File: src/rtl/riscv_load_unit_if.sv
// Load-unit bus bundle: load request from execute, data-memory read channel,
// and register-file writeback / error strobes.
interface riscv_load_unit_if #(
    parameter int WORD_LENGTH = 32,
    parameter int REG_ADDR_W  = 5
);
    logic                   ld_valid;
    logic                   ld_ready;
    logic [WORD_LENGTH-1:0] ld_addr;
    logic [2:0]             ld_funct3;
    logic [REG_ADDR_W-1:0]  ld_rd;
    logic                   mem_req_valid;
    logic                   mem_req_ready;
    logic [WORD_LENGTH-1:0] mem_req_addr;
    logic                   mem_rsp_valid;
    logic [WORD_LENGTH-1:0] mem_rsp_data;
    logic                   wb_valid;
    logic [REG_ADDR_W-1:0]  wb_rd;
    logic [WORD_LENGTH-1:0] wb_data;
    logic                   err_valid;
    logic                   busy;

    modport slave (
        input  ld_valid, ld_addr, ld_funct3, ld_rd,
        input  mem_req_ready, mem_rsp_valid, mem_rsp_data,
        output ld_ready, mem_req_valid, mem_req_addr,
        output wb_valid, wb_rd, wb_data, err_valid, busy
    );

    modport master (
        output ld_valid, ld_addr, ld_funct3, ld_rd,
        output mem_req_ready, mem_rsp_valid, mem_rsp_data,
        input  ld_ready, mem_req_valid, mem_req_addr,
        input  wb_valid, wb_rd, wb_data, err_valid, busy
    );
endinterface

File: src/rtl/riscv_load_unit.sv
// Single-outstanding load unit: word-aligned memory read, then byte/half/word
// select and sign/zero extension for register writeback.
//
// state | meaning
// IDLE  | ready for a new load
// REQ   | read request asserted, waiting for mem_req_ready
// WAIT  | request accepted, waiting for mem_rsp_valid
// DONE  | wb_valid strobe for the completed load
// ERR   | err_valid strobe for a misaligned / illegal load
module riscv_load_unit #(
    parameter int WORD_LENGTH = 32,
    parameter int REG_ADDR_W  = 5
) (
    input logic               clk,
    input logic               rst_n,
    riscv_load_unit_if.slave  bus
);
    localparam logic [2:0] ST_IDLE = 3'd0;
    localparam logic [2:0] ST_REQ  = 3'd1;
    localparam logic [2:0] ST_WAIT = 3'd2;
    localparam logic [2:0] ST_DONE = 3'd3;
    localparam logic [2:0] ST_ERR  = 3'd4;

    logic [2:0]             state_q, state_d;
    logic [1:0]             addr_lo_q, addr_lo_d;
    logic [2:0]             funct3_q, funct3_d;
    logic [REG_ADDR_W-1:0]  rd_q, rd_d;
    logic                   mem_req_valid_q, mem_req_valid_d;
    logic [WORD_LENGTH-1:0] mem_req_addr_q, mem_req_addr_d;
    logic                   wb_valid_q, wb_valid_d;
    logic [REG_ADDR_W-1:0]  wb_rd_q, wb_rd_d;
    logic [WORD_LENGTH-1:0] wb_data_q, wb_data_d;
    logic                   err_valid_q, err_valid_d;

    logic                   ld_bad;
    logic [7:0]             byte_sel;
    logic [15:0]            half_sel;
    logic [WORD_LENGTH-1:0] load_ext;

    always_comb begin
        ld_bad = 1'b1;
        case (bus.ld_funct3)
            3'd0, 3'd4: ld_bad = 1'b0;
            3'd1, 3'd5: ld_bad = bus.ld_addr[0];
            3'd2:       ld_bad = (bus.ld_addr[1:0] != 2'b00);
            default:    ld_bad = 1'b1;
        endcase
    end

    // Lane select uses the latched low address bits, not the live request.
    always_comb begin
        byte_sel = bus.mem_rsp_data[{addr_lo_q, 3'b000} +: 8];
        half_sel = bus.mem_rsp_data[{addr_lo_q[1], 4'b0000} +: 16];
        case (funct3_q)
            3'd0:    load_ext = {{(WORD_LENGTH-8){byte_sel[7]}}, byte_sel};
            3'd4:    load_ext = {{(WORD_LENGTH-8){1'b0}}, byte_sel};
            3'd1:    load_ext = {{(WORD_LENGTH-16){half_sel[15]}}, half_sel};
            3'd5:    load_ext = {{(WORD_LENGTH-16){1'b0}}, half_sel};
            default: load_ext = bus.mem_rsp_data;
        endcase
    end

    always_comb begin
        state_d         = state_q;
        addr_lo_d       = addr_lo_q;
        funct3_d        = funct3_q;
        rd_d            = rd_q;
        mem_req_valid_d = 1'b0;
        mem_req_addr_d  = mem_req_addr_q;
        wb_valid_d      = 1'b0;
        wb_rd_d         = wb_rd_q;
        wb_data_d       = wb_data_q;
        err_valid_d     = 1'b0;
        case (state_q)
            ST_IDLE: begin
                if (bus.ld_valid) begin
                    addr_lo_d = bus.ld_addr[1:0];
                    funct3_d  = bus.ld_funct3;
                    rd_d      = bus.ld_rd;
                    if (ld_bad) begin
                        state_d     = ST_ERR;
                        err_valid_d = 1'b1;
                    end else begin
                        state_d         = ST_REQ;
                        mem_req_valid_d = 1'b1;
                        mem_req_addr_d  = {bus.ld_addr[WORD_LENGTH-1:2], 2'b00};
                    end
                end
            end
            ST_REQ: begin
                if (bus.mem_req_ready) state_d = ST_WAIT;
                else                   mem_req_valid_d = 1'b1;
            end
            ST_WAIT: begin
                if (bus.mem_rsp_valid) begin
                    state_d    = ST_DONE;
                    wb_valid_d = 1'b1;
                    wb_rd_d    = rd_q;
                    wb_data_d  = load_ext;
                end
            end
            ST_DONE: state_d = ST_IDLE;
            ST_ERR:  state_d = ST_IDLE;
            default: state_d = ST_IDLE;
        endcase
    end

    always_ff @(posedge clk or negedge rst_n) begin
        if (!rst_n) begin
            state_q         <= ST_IDLE;
            addr_lo_q       <= 2'b00;
            funct3_q        <= 3'd0;
            rd_q            <= '0;
            mem_req_valid_q <= 1'b0;
            mem_req_addr_q  <= '0;
            wb_valid_q      <= 1'b0;
            wb_rd_q         <= '0;
            wb_data_q       <= '0;
            err_valid_q     <= 1'b0;
        end else begin
            state_q         <= state_d;
            addr_lo_q       <= addr_lo_d;
            funct3_q        <= funct3_d;
            rd_q            <= rd_d;
            mem_req_valid_q <= mem_req_valid_d;
            mem_req_addr_q  <= mem_req_addr_d;
            wb_valid_q      <= wb_valid_d;
            wb_rd_q         <= wb_rd_d;
            wb_data_q       <= wb_data_d;
            err_valid_q     <= err_valid_d;
        end
    end

    assign bus.ld_ready      = (state_q == ST_IDLE);
    assign bus.busy          = (state_q != ST_IDLE);
    assign bus.mem_req_valid = mem_req_valid_q;
    assign bus.mem_req_addr  = mem_req_addr_q;
    assign bus.wb_valid      = wb_valid_q;
    assign bus.wb_rd         = wb_rd_q;
    assign bus.wb_data       = wb_data_q;
    assign bus.err_valid     = err_valid_q;
endmodule

File: src/flat_wrapper.sv
// flat-port wrapper written by rule: the top's interface ports become plain ports
module riscv_load_unit_flat 
#(
    parameter int WORD_LENGTH = 32,
    parameter int REG_ADDR_W  = 5
)
  (clk, rst_n, bus_ld_valid, bus_ld_addr, bus_ld_funct3, bus_ld_rd, bus_mem_req_ready, bus_mem_rsp_valid, bus_mem_rsp_data, bus_ld_ready, bus_mem_req_valid, bus_mem_req_addr, bus_wb_valid, bus_wb_rd, bus_wb_data, bus_err_valid, bus_busy);
  riscv_load_unit_if #(.WORD_LENGTH(WORD_LENGTH), .REG_ADDR_W(REG_ADDR_W)) bus_i ();
  input logic clk;
  input logic rst_n;
  input wire logic [$bits(bus_i.ld_valid)-1:0] bus_ld_valid;
  input wire logic [$bits(bus_i.ld_addr)-1:0] bus_ld_addr;
  input wire logic [$bits(bus_i.ld_funct3)-1:0] bus_ld_funct3;
  input wire logic [$bits(bus_i.ld_rd)-1:0] bus_ld_rd;
  input wire logic [$bits(bus_i.mem_req_ready)-1:0] bus_mem_req_ready;
  input wire logic [$bits(bus_i.mem_rsp_valid)-1:0] bus_mem_rsp_valid;
  input wire logic [$bits(bus_i.mem_rsp_data)-1:0] bus_mem_rsp_data;
  output wire logic [$bits(bus_i.ld_ready)-1:0] bus_ld_ready;
  output wire logic [$bits(bus_i.mem_req_valid)-1:0] bus_mem_req_valid;
  output wire logic [$bits(bus_i.mem_req_addr)-1:0] bus_mem_req_addr;
  output wire logic [$bits(bus_i.wb_valid)-1:0] bus_wb_valid;
  output wire logic [$bits(bus_i.wb_rd)-1:0] bus_wb_rd;
  output wire logic [$bits(bus_i.wb_data)-1:0] bus_wb_data;
  output wire logic [$bits(bus_i.err_valid)-1:0] bus_err_valid;
  output wire logic [$bits(bus_i.busy)-1:0] bus_busy;
  assign bus_i.ld_valid = bus_ld_valid;
  assign bus_i.ld_addr = bus_ld_addr;
  assign bus_i.ld_funct3 = bus_ld_funct3;
  assign bus_i.ld_rd = bus_ld_rd;
  assign bus_i.mem_req_ready = bus_mem_req_ready;
  assign bus_i.mem_rsp_valid = bus_mem_rsp_valid;
  assign bus_i.mem_rsp_data = bus_mem_rsp_data;
  assign bus_ld_ready = bus_i.ld_ready;
  assign bus_mem_req_valid = bus_i.mem_req_valid;
  assign bus_mem_req_addr = bus_i.mem_req_addr;
  assign bus_wb_valid = bus_i.wb_valid;
  assign bus_wb_rd = bus_i.wb_rd;
  assign bus_wb_data = bus_i.wb_data;
  assign bus_err_valid = bus_i.err_valid;
  assign bus_busy = bus_i.busy;
  riscv_load_unit #(.WORD_LENGTH(WORD_LENGTH), .REG_ADDR_W(REG_ADDR_W)) u_core (.clk(clk), .rst_n(rst_n), .bus(bus_i));
endmodule
File: config.mk
export PLATFORM = sky130hd
export DESIGN_NAME = riscv_load_unit_flat
export DESIGN_NICKNAME = d
export VERILOG_FILES = /design/src/rtl/riscv_load_unit_if.sv /design/src/rtl/riscv_load_unit.sv /design/src/flat_wrapper.sv
export SDC_FILE = /design/constraint.sdc
export NUM_CORES = 1
export LEC_CHECK = 0
export BUFFER_PORTS_ARGS = -buffer_cell sky130_fd_sc_hd__buf_2
export CAP_MARGIN = 10
export CORE_MARGIN = 5
export CORE_UTILIZATION = 34
export CTS_BUF_LIST = sky130_fd_sc_hd__clkbuf_2
export DETAILED_ROUTE_END_ITERATION = 6
export SLEW_MARGIN = 20
export SYNTH_ARGS = -nofsm -noshare
export SYNTH_HDL_FRONTEND = slang
export SYNTH_SLANG_ARGS = --single-unit
File: constraint.sdc
create_clock -name clk -period 2.6 [get_ports clk]
set_input_delay 0.52 -clock clk [delete_from_list [all_inputs] [get_ports clk]]
set_output_delay 0.52 -clock clk [all_outputs]
set_load 0.03 [all_outputs]
==> results of run 1 <==
-- final cells by class --
cell class / count / share of cell area, %
Sequential cell: 83 / 43.9
Timing Repair Buffer: 160 / 17.9
Tap cell: 140 / 3.71
Inverter: 5 / 0.397
Antenna cell: 1 / 0.0529
Clock inverter: 5 / 0.688
Clock buffer: 9 / 0.953
Multi-Input combinational cell: 223 / 32.3
-- stage by stage --
step | std cells | util [%] | setup WS, ps
CTS | 625 | 43.6 | 495
floorplan | 335 | - | 654
detailed placement | 610 | 42.8 | 670
global placement | 610 | 42.8 | 674
finish | 626 | 43.6 | 586
global route | 625 | 43.6 | 412
-- metal layers --
layer,GRT usage [%],vias to the layer above,routed length (um)
met5,0,-,14
met4,4.46,4,74
met3,7.42,9,1170
met2,23.9,115,4450
met1,20.7,1446,4420
li1,-,1461,-
-- cells in the mapped netlist (2+ instances only) --
cell type and number:
o21ai_0 15, o2bb2ai_1 4, inv_1 4, buf_1 3
nor2b_1 3, nor2_1 18, nand2_1 49, and2_1 2
a21oi_1 30, a211oi_1 4, buf_4 5, nor3b_1 4
nor3_1 2, a221oi_1 2, buf_2 7, mux2i_1 5
mux2_2 51, o22a_1 3, dfrtp_1 83, nand3b_1 9
o31ai_1 3, clkbuf_1 7
-- report_power, final --
group	switching (mW)	internal [mW]	leakage, nW	total (mW)
registers	0.402	1.92	0.990	2.33
clock network	0.436	0.115	0.0574	0.551
logic	2.20	1.19	1.26	3.38
-- timing repair --
action,CTS,global route
gates resized for setup,0,0
endpoints found under the hold margin,32,0
hold buffers,1,0
-- registers in the layout (all words and copies together), names as in the netlist, 2 cells and up --
register                 count
u_core.state_q               3
u_core.addr_lo_q             2
u_core.rd_q                  5
u_core.funct3_q              3
u_core.bus.wb_rd             5
u_core.bus.mem_req_addr     30
u_core.bus.wb_data          32
-- logic make-up (layout without fill, tap and decap cells) --
kind of cell	after synthesis	after routing	synth area share, %
flip-flops	83	83	55.4
AO/OA/AOI/OAI	67	67	11.1
buffers and inverters	29	179	3.87
other	1	3	0.100
multiplexers	56	56	16.7
AND/OR/NAND/NOR	98	98	12.9
-- final timing paths --
check,startpoint,endpoint,slack [ps],depth (start not counted)
setup reg to reg,u_core.funct3_q[1]$_DFFE_PN0P_,u_core.bus.wb_data[31]$_DFFE_PN0P_,740,3
max in group asynchronous,rst_n,u_core.funct3_q[2]$_DFFE_PN0P_,1490,3
min in group asynchronous,rst_n,u_core.bus.wb_data[21]$_DFFE_PN0P_,440,2
hold reg to reg,u_core.rd_q[4]$_DFFE_PN0P_,u_core.bus.wb_rd[4]$_DFFE_PN0P_,490,2
hold / removal,bus_mem_req_ready,u_core.bus.mem_req_valid$_DFF_PN0_,160,2
setup / recovery,u_core.state_q[1]$_DFFE_PN0P_,bus_ld_ready,590,2
==> metrics, run 1 <==
final wirelength=10100 um; Tmin final=2010 ps; Final Hold Fails=0; DR vias=3035; Final Cell Area=4730 um2; global-route wire length before repair=16500 um; row count=38; clock transition at the registers of the reported paths=between 200 and 250 ps; vias in the first global route=3186; register bit total from synthesis=83; Pwr per Cell Area=around 1300 nW/um2; number of synthesized flops with an enable pin=0; Pleak=2.31 nW; worst path arrival time=~1500 ps; final setup fails=0; synth unique cells=43; WL/cell=between 15 and 20 um; Slew @ Worst Pin=between 500 and 600 ps; Peak Freq=496 MHz; # IOs=151; ys async rst share=100%; share of cells above drive strength 1=47.4%; clk_skew=44.8 ps; IO buf count=148; kind of critical path=flip-flop to output pin; cell taking the most area after synthesis=dfrtp_1; Critical Path End Type=output pin; synthesized area=approximately 3700 um2; most frequent cells in the layout=buf_2, dfrtp_1, mux2_2, nand2_1, a21oi_1; Post-layout nets=559; CTS tree=done; max cap viols=0; post-route clock period utilization=77.5%; GR Overflow Total=0; Hold Crit Class=input port to flip-flop; Final ANT Viol Nets=0; die area=~13000 um2; antenna violations before repair=2; clk buf depth=2; crit-path max FO=7; largest cells by area after synthesis=dfrtp_1, mux2_2, nand2_1; setup TNS=0 ps; vias per std cell=4.85; Cells after Synth=334; CP delay by family, top=flip-flops; Initial Utilization=34.6%; Post-DP HPWL=7700 um; 1st-pass router iterations=4; post-CTS setup buffers=0; Yosys Warn Count=0; storage element area=2080 um2; multi-input gate area in the final layout=1530 um2; area grow syn2layout=26.2%; ys flop type=dfrtp_1; Skew-Pair Late Insertion Delay=around 530 ps; DRT iter0 DRCs=187; Post-DP Area=between 4000 and 5000 um2; syn avg cell area=11.2 um2; root buf cell=clkbuf_2; Seq/Total Area, Yosys=55.4%; CTS Sinks=83; gpl congestion=0.825; Max H-tree Level=3; slew margin rel.=60.0%; Synth top area share=55.4%; RSZ-0062 raised after global routing=false; Die W=115 um; core footprint=10800 um2; total global-route track usage=15.9%; outcome=complete, no violations; Slew Limit Fails=0; largest net degree at the start of global routing=52; nature of the critical path startpoint=flip-flop; CP peak stage delay=500 ps; leading cell type in the layout, fill and taps excluded=buf_2; Design Power=6.26 mW; hold slack=156 ps; Slowest-stage cell, CP=dfrtp_1; Buf/Inv on CP=1; number of fill cells=1092; CP Cell Sequence=nor3_2 > buf_2; DRC errors left=0; CTS Buf Count=9; Critical Path RT=2080 ps; die height=115 um; peak supply drop=0.692 mV
(Power assumes the default switching activity.)
==> run 2: changes to the inputs <==
- clock period: 2.6 -> 1.7 ns (I/O delays scaled with it)
==> run 2 against run 1 <==
The flow now finishes with violations (setup timing). Sequential share of layout area fell by 6.8 points. Core utilization rose by 8.0 points. Cell area rose by 18%. Global-route usage rose by 1.4 points. Critical path depth rose by 1. Flip-flop and latch count did not move. Critical path type unchanged. Die area did not move. Setup slack got worse by 650 ps. Clock-buffer cell count did not move. Routed wire length rose by 15%. Largest cell class unchanged. Largest power group unchanged. Worst hold slack got worse by 97 ps.
==> metrics, run 2 (synthesis gave the netlist of run 1 again) <==
share of cells above drive strength 1=50.8% (was 47.4%); slew margin rel.=51.2% (was 60.0%); RSZ-0062 raised after global routing=true (was false); nature of the critical path startpoint=flip-flop (unchanged); area grow syn2layout=49.4% (was 26.2%); DRC errors left=0 (unchanged); GR Overflow Total=0 (unchanged); Pleak=2.66 nW (was 2.31 nW); Skew-Pair Late Insertion Delay=510 ps (was 530 ps); Slew Limit Fails=0 (unchanged); Max H-tree Level=3 (unchanged); Hold Crit Class=input port to flip-flop (unchanged); Final Hold Fails=0 (unchanged); kind of critical path=flip-flop to output pin (unchanged); Pwr per Cell Area=1880 nW/um2 (was 1320 nW/um2); die height=115 um (unchanged); Peak Freq=566 MHz; vias in the first global route=3547 (was 3186); clock transition at the registers of the reported paths=270 ps (was 210 ps); DRT iter0 DRCs=164 (was 187); Final Worst Setup Slack=-65.6 ps (was 586 ps); WL/cell=16.8 um (was 16.2 um); clk buf depth=2 (unchanged); Critical Path RT=1360 ps (was 2080 ps); post-route clock period utilization=104%; CTS Sinks=83 (unchanged); Final ANT Viol Nets=0 (unchanged); hold slack=58.9 ps (was 156 ps); Die W=115 um (unchanged); final setup fails=8 (was 0); Slew @ Worst Pin=725 ps (was 599 ps); gpl congestion=0.793 (was 0.825); DR vias=3470 (was 3035); violated checks=setup timing; CTS Buf Count=9 (unchanged); n_diodes=0 (was 1); most frequent cells in the layout=buf_2, dfrtp_1, mux2_2, nand2_1, dlygate4sd3_1 (was buf_2, dfrtp_1, mux2_2, nand2_1, a21oi_1); Initial Utilization=34.6% (unchanged); root buf cell=clkbuf_2 (unchanged); final wirelength=11700 um (was 10100 um); Tmin final=about 1800 ps; worst slack at placement=-115 ps (was 670 ps); total global-route track usage=17.3% (was 15.9%); clk_skew=32.5 ps (was 44.8 ps); worst path arrival time=1430 ps (was 1490 ps); crit-path max FO=3 (was 7); max reg flops=32 (unchanged); max cap viols=0 (unchanged); # IOs=151 (unchanged); largest net degree at the start of global routing=84 (was 52); peak supply drop=1.03 mV (was 0.692 mV); Post-DP HPWL=7650 um (was 7700 um); vias per std cell=4.99 (was 4.85); Design Power=10.5 mW (was 6.26 mW); global-route wire length before repair=18100 um (was 16500 um); number of fill cells=1001 (was 1092); antenna violations before repair=1 (was 2); core footprint=10800 um2 (unchanged); Critical Path End Type=output pin (unchanged); die area=13200 um2 (unchanged); leading cell type in the layout, fill and taps excluded=buf_2 (unchanged); 1st-pass router iterations=6 (was 4); IO buf count=148 (unchanged); CTS tree=done (unchanged); Post-layout nets=627 (was 559); row count=38 (unchanged); outcome=finished with violations (was complete, no violations)
run 2: cell types whose count changed in the layout (fill, tap and decap cells not counted), sizes merged:
cell	change
a41o	+1
buf	+19
clkinv	-3
clkinvlp	+2
diode	-1
dlygate4sd3	+47
inv	+3
nand2	+1
run 2: where the power goes:
part,internal [mW],switching [mW],total [mW]
logic,2.28,3.76,6.04
registers,2.95,0.570,3.52
clock network,0.217,0.755,0.972
total,5.45,5.09,10.5
run 2: routing by layer:
layer / share of wire, % / track usage [%] / routed length [um]
met1: 42 / 21.6 / 4840
met4: 1.7 / 5.01 / 198
met2: 48 / 29.2 / 5600
met5: 0.11 / 0 / 13
met3: 8.7 / 5.21 / 1010
run 2: worst paths after layout:
check	end	depth (start not counted)	startpoint	slack, ps
setup / recovery	bus_busy	3	u_core.state_q[0]$_DFFE_PN0P_	-70
hold reg to reg	u_core.bus.wb_rd[1]$_DFFE_PN0P_	2	u_core.rd_q[1]$_DFFE_PN0P_	500
hold / removal	u_core.funct3_q[2]$_DFFE_PN0P_	2	bus_ld_funct3[2]	60
setup reg to reg	u_core.bus.wb_data[30]$_DFFE_PN0P_	5	u_core.addr_lo_q[0]$_DFFE_PN0P_	-30
max in group asynchronous	u_core.rd_q[2]$_DFFE_PN0P_	3	rst_n	980
min in group asynchronous	u_core.bus.wb_valid$_DFF_PN0_	3	rst_n	340
run 2: area by class of cell:
type | count | area, um2 | share of cell area [%]
timing repair buffer | 226 | 1510 | 27.0
clock buffer | 9 | 45.0 | 0.805
tap | 140 | 175 | 3.13
clock inverter | 7 | 57.6 | 1.03
multi-input combinational | 225 | 1710 | 30.5
sequential | 83 | 2080 | 37.1
inverter | 5 | 23.8 | 0.425
run 2: worst max-delay path: stages, from the launching register on:
cell and delay, ps:
dfrtp_1 480, nor3_4 220, inv_1 80, buf_6 140
run 2: what timing repair did:
| action | in CTS | in global routing |
|---|---|---|
| hold buffers | 47 | 1 |
| pin swaps | 1 | 5 |
| setup endpoints to repair | 54 | 39 |
| buffers inserted | 7 | 5 |
| hold endpoints to repair | 129 | 1 |
| gates cloned | 3 | 0 |
| resized for setup | 16 | 32 |
run 2: through the flow:
stage / std cells / setup TNS (ps) / util, % / cell area [um2]
after floorplan: 335 / -796 / - / 3780
after global placement: 617 / -2450 / 43.5 / 4720
after detailed placement: 617 / -3480 / 43.5 / 4720
after CTS: 690 / -1490 / 50.2 / 5440
after global routing: 695 / -885 / 51.6 / 5600
final: 695 / -229 / 51.6 / 5600
